**src/rtl/sargantana_icache_refill.sv**
```systemverilog
// Sargantana instruction-cache line refill: requests a missing line, assembles its beats and
// writes the line into the chosen victim way. Define ICACHE_EARLY_FWD_EN to forward the fetched chunk early.
module sargantana_icache_refill #(
  parameter int TAG_WIDHT        = 20,
  parameter int ICACHE_IDX_WIDTH = 6,
  parameter int ICACHE_N_WAY     = 4,
  parameter int WAY_WIDHT        = 512,
  parameter int FETCH_WIDHT      = 256,
  parameter int BEAT_W           = 128,
  parameter int N_BEATS          = WAY_WIDHT / BEAT_W
) (
  input  logic                        clk_i,
  input  logic                        rstn_i,
  input  logic                        miss_i,
  input  logic [TAG_WIDHT-1:0]        miss_tag_i,
  input  logic [ICACHE_IDX_WIDTH-1:0] miss_idx_i,
  input  logic [1:0]                  fetch_idx_i,
  input  logic [ICACHE_N_WAY-1:0]     way_valid_bits_i,
  input  logic                        kill_i,
  output logic                        req_valid_o,
  input  logic                        req_ready_i,
  output logic [TAG_WIDHT-1:0]        req_tag_o,
  output logic [ICACHE_IDX_WIDTH-1:0] req_idx_o,
  input  logic                        resp_valid_i,
  input  logic [BEAT_W-1:0]           resp_data_i,
  output logic                        wr_en_o,
  output logic [ICACHE_N_WAY-1:0]     wr_way_o,
  output logic [ICACHE_IDX_WIDTH-1:0] wr_idx_o,
  output logic [TAG_WIDHT-1:0]        wr_tag_o,
  output logic [WAY_WIDHT-1:0]        wr_data_o,
  output logic                        busy_o,
  output logic                        done_o,
  output logic                        fwd_valid_o,
  output logic [FETCH_WIDHT-1:0]      fwd_data_o
);

  localparam int CNT_W = (N_BEATS > 1) ? $clog2(N_BEATS) : 1;
  localparam int RR_W  = (ICACHE_N_WAY > 1) ? $clog2(ICACHE_N_WAY) : 1;
  localparam logic [ICACHE_N_WAY-1:0] WAY_ONE = {{(ICACHE_N_WAY-1){1'b0}}, 1'b1};

  typedef enum logic [1:0] {
    IDLE  = 2'd0,
    REQ   = 2'd1,
    WAIT  = 2'd2,
    WRITE = 2'd3
  } state_e;

  state_e                      state_q, state_d;
  logic [CNT_W-1:0]            cnt_q, cnt_d;
  logic [RR_W-1:0]             rr_q, rr_d;
  logic                        killed_q, killed_d;
  logic                        use_rr_q, use_rr_d;
  logic [TAG_WIDHT-1:0]        tag_q, tag_d;
  logic [ICACHE_IDX_WIDTH-1:0] idx_q, idx_d;
  logic [1:0]                  fidx_q, fidx_d;
  logic [ICACHE_N_WAY-1:0]     way_q, way_d;
  logic [WAY_WIDHT-1:0]        line_q, line_d;
  logic                        req_valid_q, req_valid_d;
  logic                        wr_en_q, wr_en_d;
  logic                        busy_q, busy_d;
  logic [ICACHE_N_WAY-1:0]     victim_way;
  logic                        free_found;
  logic                        victim_is_rr;

  // Victim selection: lowest free way, otherwise the round-robin way.
  always_comb begin
    victim_way = '0;
    free_found = 1'b0;
    for (int i = 0; i < ICACHE_N_WAY; i++) begin
      victim_way[i] = !way_valid_bits_i[i] && !free_found;
      free_found    = free_found || !way_valid_bits_i[i];
    end
    if (free_found) begin
      victim_is_rr = 1'b0;
    end else begin
      victim_is_rr = 1'b1;
      victim_way   = WAY_ONE << rr_q;
    end
  end

  // Next-state and datapath update of the refill FSM.
  always_comb begin
    state_d  = state_q;
    cnt_d    = cnt_q;
    rr_d     = rr_q;
    killed_d = killed_q;
    use_rr_d = use_rr_q;
    tag_d    = tag_q;
    idx_d    = idx_q;
    fidx_d   = fidx_q;
    way_d    = way_q;
    line_d   = line_q;
    case (state_q)
      IDLE: begin
        if (miss_i) begin
          tag_d    = miss_tag_i;
          idx_d    = miss_idx_i;
          fidx_d   = fetch_idx_i;
          way_d    = victim_way;
          use_rr_d = victim_is_rr;
          killed_d = 1'b0;
          cnt_d    = '0;
          state_d  = REQ;
        end else begin
          state_d  = IDLE;
        end
      end
      REQ: begin
        // A kill coinciding with the handshake cannot retract the request, so it only marks the refill.
        if (req_ready_i) begin
          killed_d = kill_i;
          state_d  = WAIT;
        end else if (kill_i) begin
          state_d  = IDLE;
        end else begin
          state_d  = REQ;
        end
      end
      WAIT: begin
        if (kill_i) begin
          killed_d = 1'b1;
        end else begin
          killed_d = killed_q;
        end
        if (resp_valid_i) begin
          line_d[cnt_q*BEAT_W +: BEAT_W] = resp_data_i;
          if (cnt_q == CNT_W'(N_BEATS-1)) begin
            cnt_d   = '0;
            state_d = WRITE;
          end else begin
            cnt_d   = cnt_q + CNT_W'(1);
            state_d = WAIT;
          end
        end else begin
          state_d = WAIT;
        end
      end
      WRITE: begin
        if (!killed_q && use_rr_q) begin
          rr_d = (rr_q == RR_W'(ICACHE_N_WAY-1)) ? '0 : rr_q + RR_W'(1);
        end else begin
          rr_d = rr_q;
        end
        killed_d = 1'b0;
        state_d  = IDLE;
      end
      default: begin
        state_d = IDLE;
      end
    endcase
    req_valid_d = (state_d == REQ);
    wr_en_d     = (state_d == WRITE) && !killed_d;
    busy_d      = (state_d != IDLE);
  end

  // State, latched request and registered control outputs.
  always_ff @(posedge clk_i or negedge rstn_i) begin
    if (!rstn_i) begin
      state_q     <= IDLE;
      cnt_q       <= '0;
      rr_q        <= '0;
      killed_q    <= 1'b0;
      use_rr_q    <= 1'b0;
      tag_q       <= '0;
      idx_q       <= '0;
      fidx_q      <= 2'd0;
      way_q       <= '0;
      line_q      <= '0;
      req_valid_q <= 1'b0;
      wr_en_q     <= 1'b0;
      busy_q      <= 1'b0;
    end else begin
      state_q     <= state_d;
      cnt_q       <= cnt_d;
      rr_q        <= rr_d;
      killed_q    <= killed_d;
      use_rr_q    <= use_rr_d;
      tag_q       <= tag_d;
      idx_q       <= idx_d;
      fidx_q      <= fidx_d;
      way_q       <= way_d;
      line_q      <= line_d;
      req_valid_q <= req_valid_d;
      wr_en_q     <= wr_en_d;
      busy_q      <= busy_d;
    end
  end

  assign req_valid_o = req_valid_q;
  assign req_tag_o   = tag_q;
  assign req_idx_o   = idx_q;
  assign wr_en_o     = wr_en_q;
  assign done_o      = wr_en_q;
  assign wr_way_o    = way_q;
  assign wr_idx_o    = idx_q;
  assign wr_tag_o    = tag_q;
  assign wr_data_o   = line_q;
  assign busy_o      = busy_q;

`ifdef ICACHE_EARLY_FWD_EN
  assign fwd_valid_o = (state_q == WAIT) && resp_valid_i && (cnt_q == CNT_W'(fidx_q))
                       && !killed_q && !kill_i;
  assign fwd_data_o  = {{(FETCH_WIDHT-BEAT_W){1'b0}}, resp_data_i};
`else
  logic unused_fwd;
  assign unused_fwd  = ^fidx_q;
  assign fwd_valid_o = 1'b0;
  assign fwd_data_o  = '0;
`endif

endmodule

```
**config.mk**
```make
export PLATFORM = sky130hd
export DESIGN_NAME = sargantana_icache_refill
export DESIGN_NICKNAME = d
export VERILOG_FILES = /design/src/rtl/sargantana_icache_refill.sv
export SDC_FILE = /design/constraint.sdc
export NUM_CORES = 1
export LEC_CHECK = 0
export CORE_AREA = 2 2 390 392
export DETAILED_ROUTE_END_ITERATION = 16
export DIE_AREA = 0 0 392 394
export GPL_TIMING_DRIVEN = 1
export PLACE_DENSITY = 0.36
export SLEW_MARGIN = 20
export SYNTH_ARGS = -nofsm -noshare
export SYNTH_HDL_FRONTEND = slang
export SYNTH_SLANG_ARGS = --single-unit
```
**constraint.sdc**
```tcl
create_clock -name clk_i -period 1.8 [get_ports clk_i]
set_clock_uncertainty 0.1 [all_clocks]
set_input_delay 0.36 -clock clk_i [delete_from_list [all_inputs] [get_ports clk_i]]
set_output_delay 0.36 -clock clk_i [all_outputs]
set_load 0.02 [all_outputs]
```
* Yosys cells after proc, flatten, opt, wreduce, memory -nomap -nowiden
Cells that the tools add are included.
** Word-level totals
- Input bits :: 166
- Output and inout port bits :: 829
- Logic and storage cells :: 68
- Flip-flop bits (word level) :: 553
** Operators by class
- Add/sub/neg operators :: 3
- Shift-type cells :: 3
- Equal/unequal tests :: 9
- Reduce and logical (&&, ||, !) cells :: 23
- Mux-type cells :: 18
** Operator list (number)
- 512-bit bitwise mux :: 1
- 128-bit by 34-bit variable shift with 512-bit output, first input constant :: 1
- 128-bit by 34-bit variable part select with 512-bit output :: 1
- 9-bit negator with 34-bit output :: 1
- 2-bit 2-to-1 mux :: 6
- 2-bit equality test, second input constant :: 5
- 1-bit logical NOT :: 8
- 2-bit one-hot mux with 4 select lines :: 1
- 1-bit 2-to-1 mux :: 7
- 2-bit AND reduction :: 3
- 1-bit logical AND :: 5
- 2-bit by 1-bit adder with 2-bit output, second input constant :: 2
- 2-bit by 1-bit equality test with 1-bit output, second input constant :: 2
- 4-bit 2-to-1 mux :: 1
- 2-bit inequality test, second input constant :: 2
- 1-bit one-hot mux with 4 select lines :: 1
- 2-bit one-hot mux with 2 select lines :: 1
- 2-bit nonzero test :: 2
- 1-bit by 2-bit << shifter with 4-bit output, first input constant :: 1
- 1-bit logical OR :: 3
- 3-bit AND reduction :: 1
- 2-bit logical NOT :: 1

* Depth between registers and ports, before layout
- Depth after elaboration :: 6
- Gate-level depth with buffers :: 9
- Gate-level depth less buffers :: 5

* Least setup slack after synthesis
OpenSTA, ideal clock, no wires.
- Path type :: flip-flop to flip-flop
- From :: register cnt_q[0]
- To :: register line_q[100], in the netlist wr_data_o[100]
- Path buffers :: 2
- Required time :: 1617 ps
- Data arrival time :: 1799 ps
- Setup slack :: -181 ps
- Library setup time :: 83 ps
- Clock period less this slack :: 1981 ps
- Stages on the path, launching flop included :: 8
- Cells stage by stage :: dfrtp_1 inv_1 ha_1 nor3b_1 buf_2 clkbuf_1 nand2_1 o21ai_0
** On the way
- Word-level cells in the longest chain between the ends :: 3
- Elaborated cells between the ends (all ways) :: 4
- Those cells by class :: add/sub (1); shift (2); mux (1)
** Ends and longest elaborated chain
- start, declared :: line 49 : logic [CNT_W-1:0] cnt_q, cnt_d;
- start signal, assigned :: line 174 : cnt_q <= cnt_d;
- 9-bit negator with 34-bit output (*) :: line 126 : line_d[cnt_q*BEAT_W +: BEAT_W] = resp_data_i;
- 128-bit by 34-bit variable part select with 512-bit output or 128-bit by 34-bit variable shift with 512-bit output (tied branches) :: line 126
- 512-bit bitwise mux (*) :: line 126
- end signal, assigned :: line 182 : line_q <= line_d;
- end, declared :: line 57 : logic [WAY_WIDHT-1:0] line_q, line_d;
Mark *: on every way between the ends. The rest lies on a longest branch, timed or not.
A chain may end at the register's enable or synchronous reset.

* Worst setup path in the final report
- From :: register cnt_q[0]
- To :: register line_q[430], in the netlist wr_data_o[430]
The elaborated chain is that of the path after synthesis.

==> metrics.md <==
| Metric | Value |
|---|---|
| Max Fanout on Critical Path | 7 |
| Depth of the worst register-to-register path | 8 |
| Result of the run | finished with violations |
| Ranking of synthesized cells by area | sky130_fd_sc_hd__dfrtp_1, sky130_fd_sc_hd__nand2_1, sky130_fd_sc_hd__o21ai_0 |
| Number of enable flip-flop cells after synthesis | 0 |
| Leakage power | 16.8 nW |
| Worst setup path endpoint | wr_data_o[430] |
| Share of layout cells above drive strength 1 | 26.6% |
| TritonCTS clock tree | done |
| Critical path endpoint category | register |
| Port Buf Inserts | 735 |
| Final slew viol count | 0 |
| Sequential fraction of the synthesis area | 57.5% |
| Antenna viol nets, final | 0 |
| HP Class | in2reg |
| DR vias/cell | 3.57 |
| Share of synthesized flip-flops with an asynchronous set or reset | 100% |
| All-layer global routing usage | 13.8% |
| Die Area | 0.154 mm² |
| Worst-skew pair later-pin latency | 0.63 ns |
| Via count of the routed design | 19,900 |
| Power after layout | 49.3 mW |
| Startpoint type of the worst setup path | register |
| Maximum resistive drop on vdd | 0.788 mV |
| Data arrival, critical path | 2.39 ns |
| Remaining DRCs | 0 |
| Width of the chip | 392 µm |
| Total CTS buffers | 75 |
| Dpl ws | -0.415 ns |
| Final setup violation count | 312 |
| Cell taking the most area after synthesis | sky130_fd_sc_hd__dfrtp_1 |
| Highest achievable clock rate | 522 MHz |
| Gate count of the mapped netlist | 2,698 |
| Number of global-route vias before repair | 19,400 |
| Max Root-Sink Buffers | 3 |
| Measured slew at the worst slew-check pin | 0.641 ns |
| Core outline area | 0.151 mm² |
| Clock period minus final worst setup slack | 1.91 ns |
| Required time at the worst-slack endpoint | 2.28 ns |
| Number of synthesized register bits | 553 |
| WS Path Type | reg2reg |
| Fraction of synthesized cell area taken by the top area cell type | 57.5% |
| Average size of a mapped cell | 8.91 µm² |
| Max-cap violation count | 0 |
| Die outline height | 394 µm |
| Fill cells | 16,800 |
| Count leader, synth | sky130_fd_sc_hd__nand2_1 |
| Leading register cell type out of synthesis | sky130_fd_sc_hd__dfrtp_1 |
| CTS H-tree depth | 3 |
| Worst-case setup margin in the final layout | -0.114 ns |
| Post-synthesis cell area | 0.0241 mm² |
| Violated checks | negative setup slack |
| Cell at the root of the clock tree | sky130_fd_sc_hd__clkbuf_16 |
| Final Cycle Share | 106% |
| Startpoint of the worst setup timing path | cnt_q[0] |
| Max transition margin | 57.3% |
| Initial DRC count | 806 |
| Fin. Hold Viols | 0 |
| Pin count of the biggest net entering global routing | 63 |
| WL/cell | 20.1 µm |
| Final net count | 3,675 |
| FF-to-FF setup slack | -0.11 ns |
| Commonest cells in the netlist | sky130_fd_sc_hd__nand2_1, sky130_fd_sc_hd__dfrtp_1, sky130_fd_sc_hd__o21ai_0, sky130_fd_sc_hd__buf_4, sky130_fd_sc_hd__buf_2 |
| Setup repair after global routing missed its margin | true |
| Worst reg2reg path endpoint | wr_data_o[430] |
| Post-layout instance count excluding filler cells | 5,585 |
| Pwr Density | 1420 mW/mm² |
| Number of sinks driven by the clock tree | 553 |
| Cells after DPL | 5,406 |
| Clock-pin slew on the worst setup and hold paths | 0.06 ns |
| Post-synth cell types | 35 |
| Startpoint of the worst register-to-register path | cnt_q[0] |
| Length of the first detailed-routing pass in iterations | 5 |
| Total global routing overflow | 0 |
| Top Ports | 995 |
| Starting density of the core | 16.0% |
| Site row count | 143 |
| Antenna violations before repair | 3 |
| Final WL | 112,000 µm |
| Routability cong. | 0.774 |
| Synthesis warning total | 0 |
| Signed area change from the synthesized netlist to the final layout | 44.2% |
| HPWL Detailed | 78,800 µm |
| First-pass GRT wire length | 153,000 µm |
==> cells by family (layout without fill, tap and decap cells) <==
group	Yosys count	in the layout	synth area share, %
AND/OR/NAND/NOR	1134	1134	18.1
flip-flops	553	553	57.5
AO/OA/AOI/OAI	529	529	11.2
buffers and inverters	469	1069	12.6
adder cells (fa/ha/maj)	10	10	0.520
multiplexers	2	2	0.0936
other	1	258	0.0156
==> stage by stage <==
stage	TNS, ns	instance area, µm²	hold WS, ns	util [%]
6_report	-11.43	34700	0.137	23.0
5_1_grt	-68.71	34700	0.0951	23.0
4_1_cts	-29.49	33900	0.0458	22.5
3_5_place_dp	-132.90	33700	0.324	22.4
3_3_place_gp	-127.23	33700	0.331	22.4
2_1_floorplan	0	25000	-0.0356	-
==> metal layers <==
layer | vias to the layer above | track usage (%) | part of all wire (%)
met4 | 0 | 4.33 | 2.4
met2 | 575 | 23.8 | 50
met1 | 9545 | 16.8 | 42
met5 | - | 0 | 0
li1 | 9693 | - | -
met3 | 120 | 3.08 | 5.3
==> cells in the final DEF, fill, tap and decap left out, drive strengths merged, types with 3 or more instances in the layout <==
cell type,count
nand2,1108
dfrtp,553
buf,752
ha,10
o21ai,514
clkbuf,129
nor3b,5
nor2,3
conb,257
nand4b,5
clkinv,11
bufinv,3
clkdlybuf4s50,162
a21o,3
inv,9
nor2b,3
==> flip-flops by register name, summed over array words and instances, names as in the netlist <==
name	cells
cnt_q	2
state_q	2
killed_q	1
use_rr_q	1
busy_o	1
rr_q	2
req_idx_o	6
wr_data_o	512
req_tag_o	20
wr_way_o	4
req_valid_o	1
done_o	1
==> what timing repair did <==
action                                 in CTS  in global routing
setup buffers                               9                 12
setup endpoints to repair                1038                528
pin swaps                                   2                 15
gates cloned                                8                 16
gates resized for setup                  2596                203
endpoints found under the hold margin      20                  0
hold buffers                                1                  0
==> report_power, final <==
group          internal (mW)  switching (mW)  leakage [nW]  total, mW
clock network           8.99            6.12          1.20       15.1
registers               14.5            1.37          7.55       15.9
logic                   6.60            11.8          8.01       18.4
==> worst min-delay path by stage <==
| stage | from | endpoint | slack [ns] | depth (start not counted) |
|---|---|---|---|---|
| after floorplan | rstn_i | busy_o | -0.04 | 0 |
| after global placement | rstn_i | wr_data_o[233] | 0.33 | 1 |
| after detailed placement | rstn_i | wr_data_o[233] | 0.32 | 1 |
| after CTS | miss_idx_i[0] | req_idx_o[0] | 0.05 | 3 |
| after global routing | miss_idx_i[4] | req_idx_o[4] | 0.1 | 3 |
| final | miss_idx_i[0] | req_idx_o[0] | 0.14 | 3 |
==> critical path, cell delays in order, from the launching register on <==
cell	delay [ns]
sky130_fd_sc_hd__dfrtp_2	0.42
sky130_fd_sc_hd__inv_4	0.09
sky130_fd_sc_hd__ha_4	0.24
sky130_fd_sc_hd__nor3b_4	0.23
sky130_fd_sc_hd__buf_6	0.19
sky130_fd_sc_hd__buf_12	0.17
sky130_fd_sc_hd__clkbuf_16	0.19
sky130_fd_sc_hd__nand2_1	0.07
sky130_fd_sc_hd__o21ai_1	0.14
==> cell type report <==
type	instances	area, µm²	share of cell area, %
Antenna cell	1	2.50	0.00722
Sequential cell	553	13800	39.9
Timing Repair Buffer	930	7380	21.3
Multi-Input combinational cell	1932	8420	24.3
Inverter	7	28.8	0.0830
Tap cell	2030	2540	7.33
Clock buffer	114	2240	6.45
Clock inverter	18	214	0.617
No activity file was read; power rests on OpenSTA's default activity.
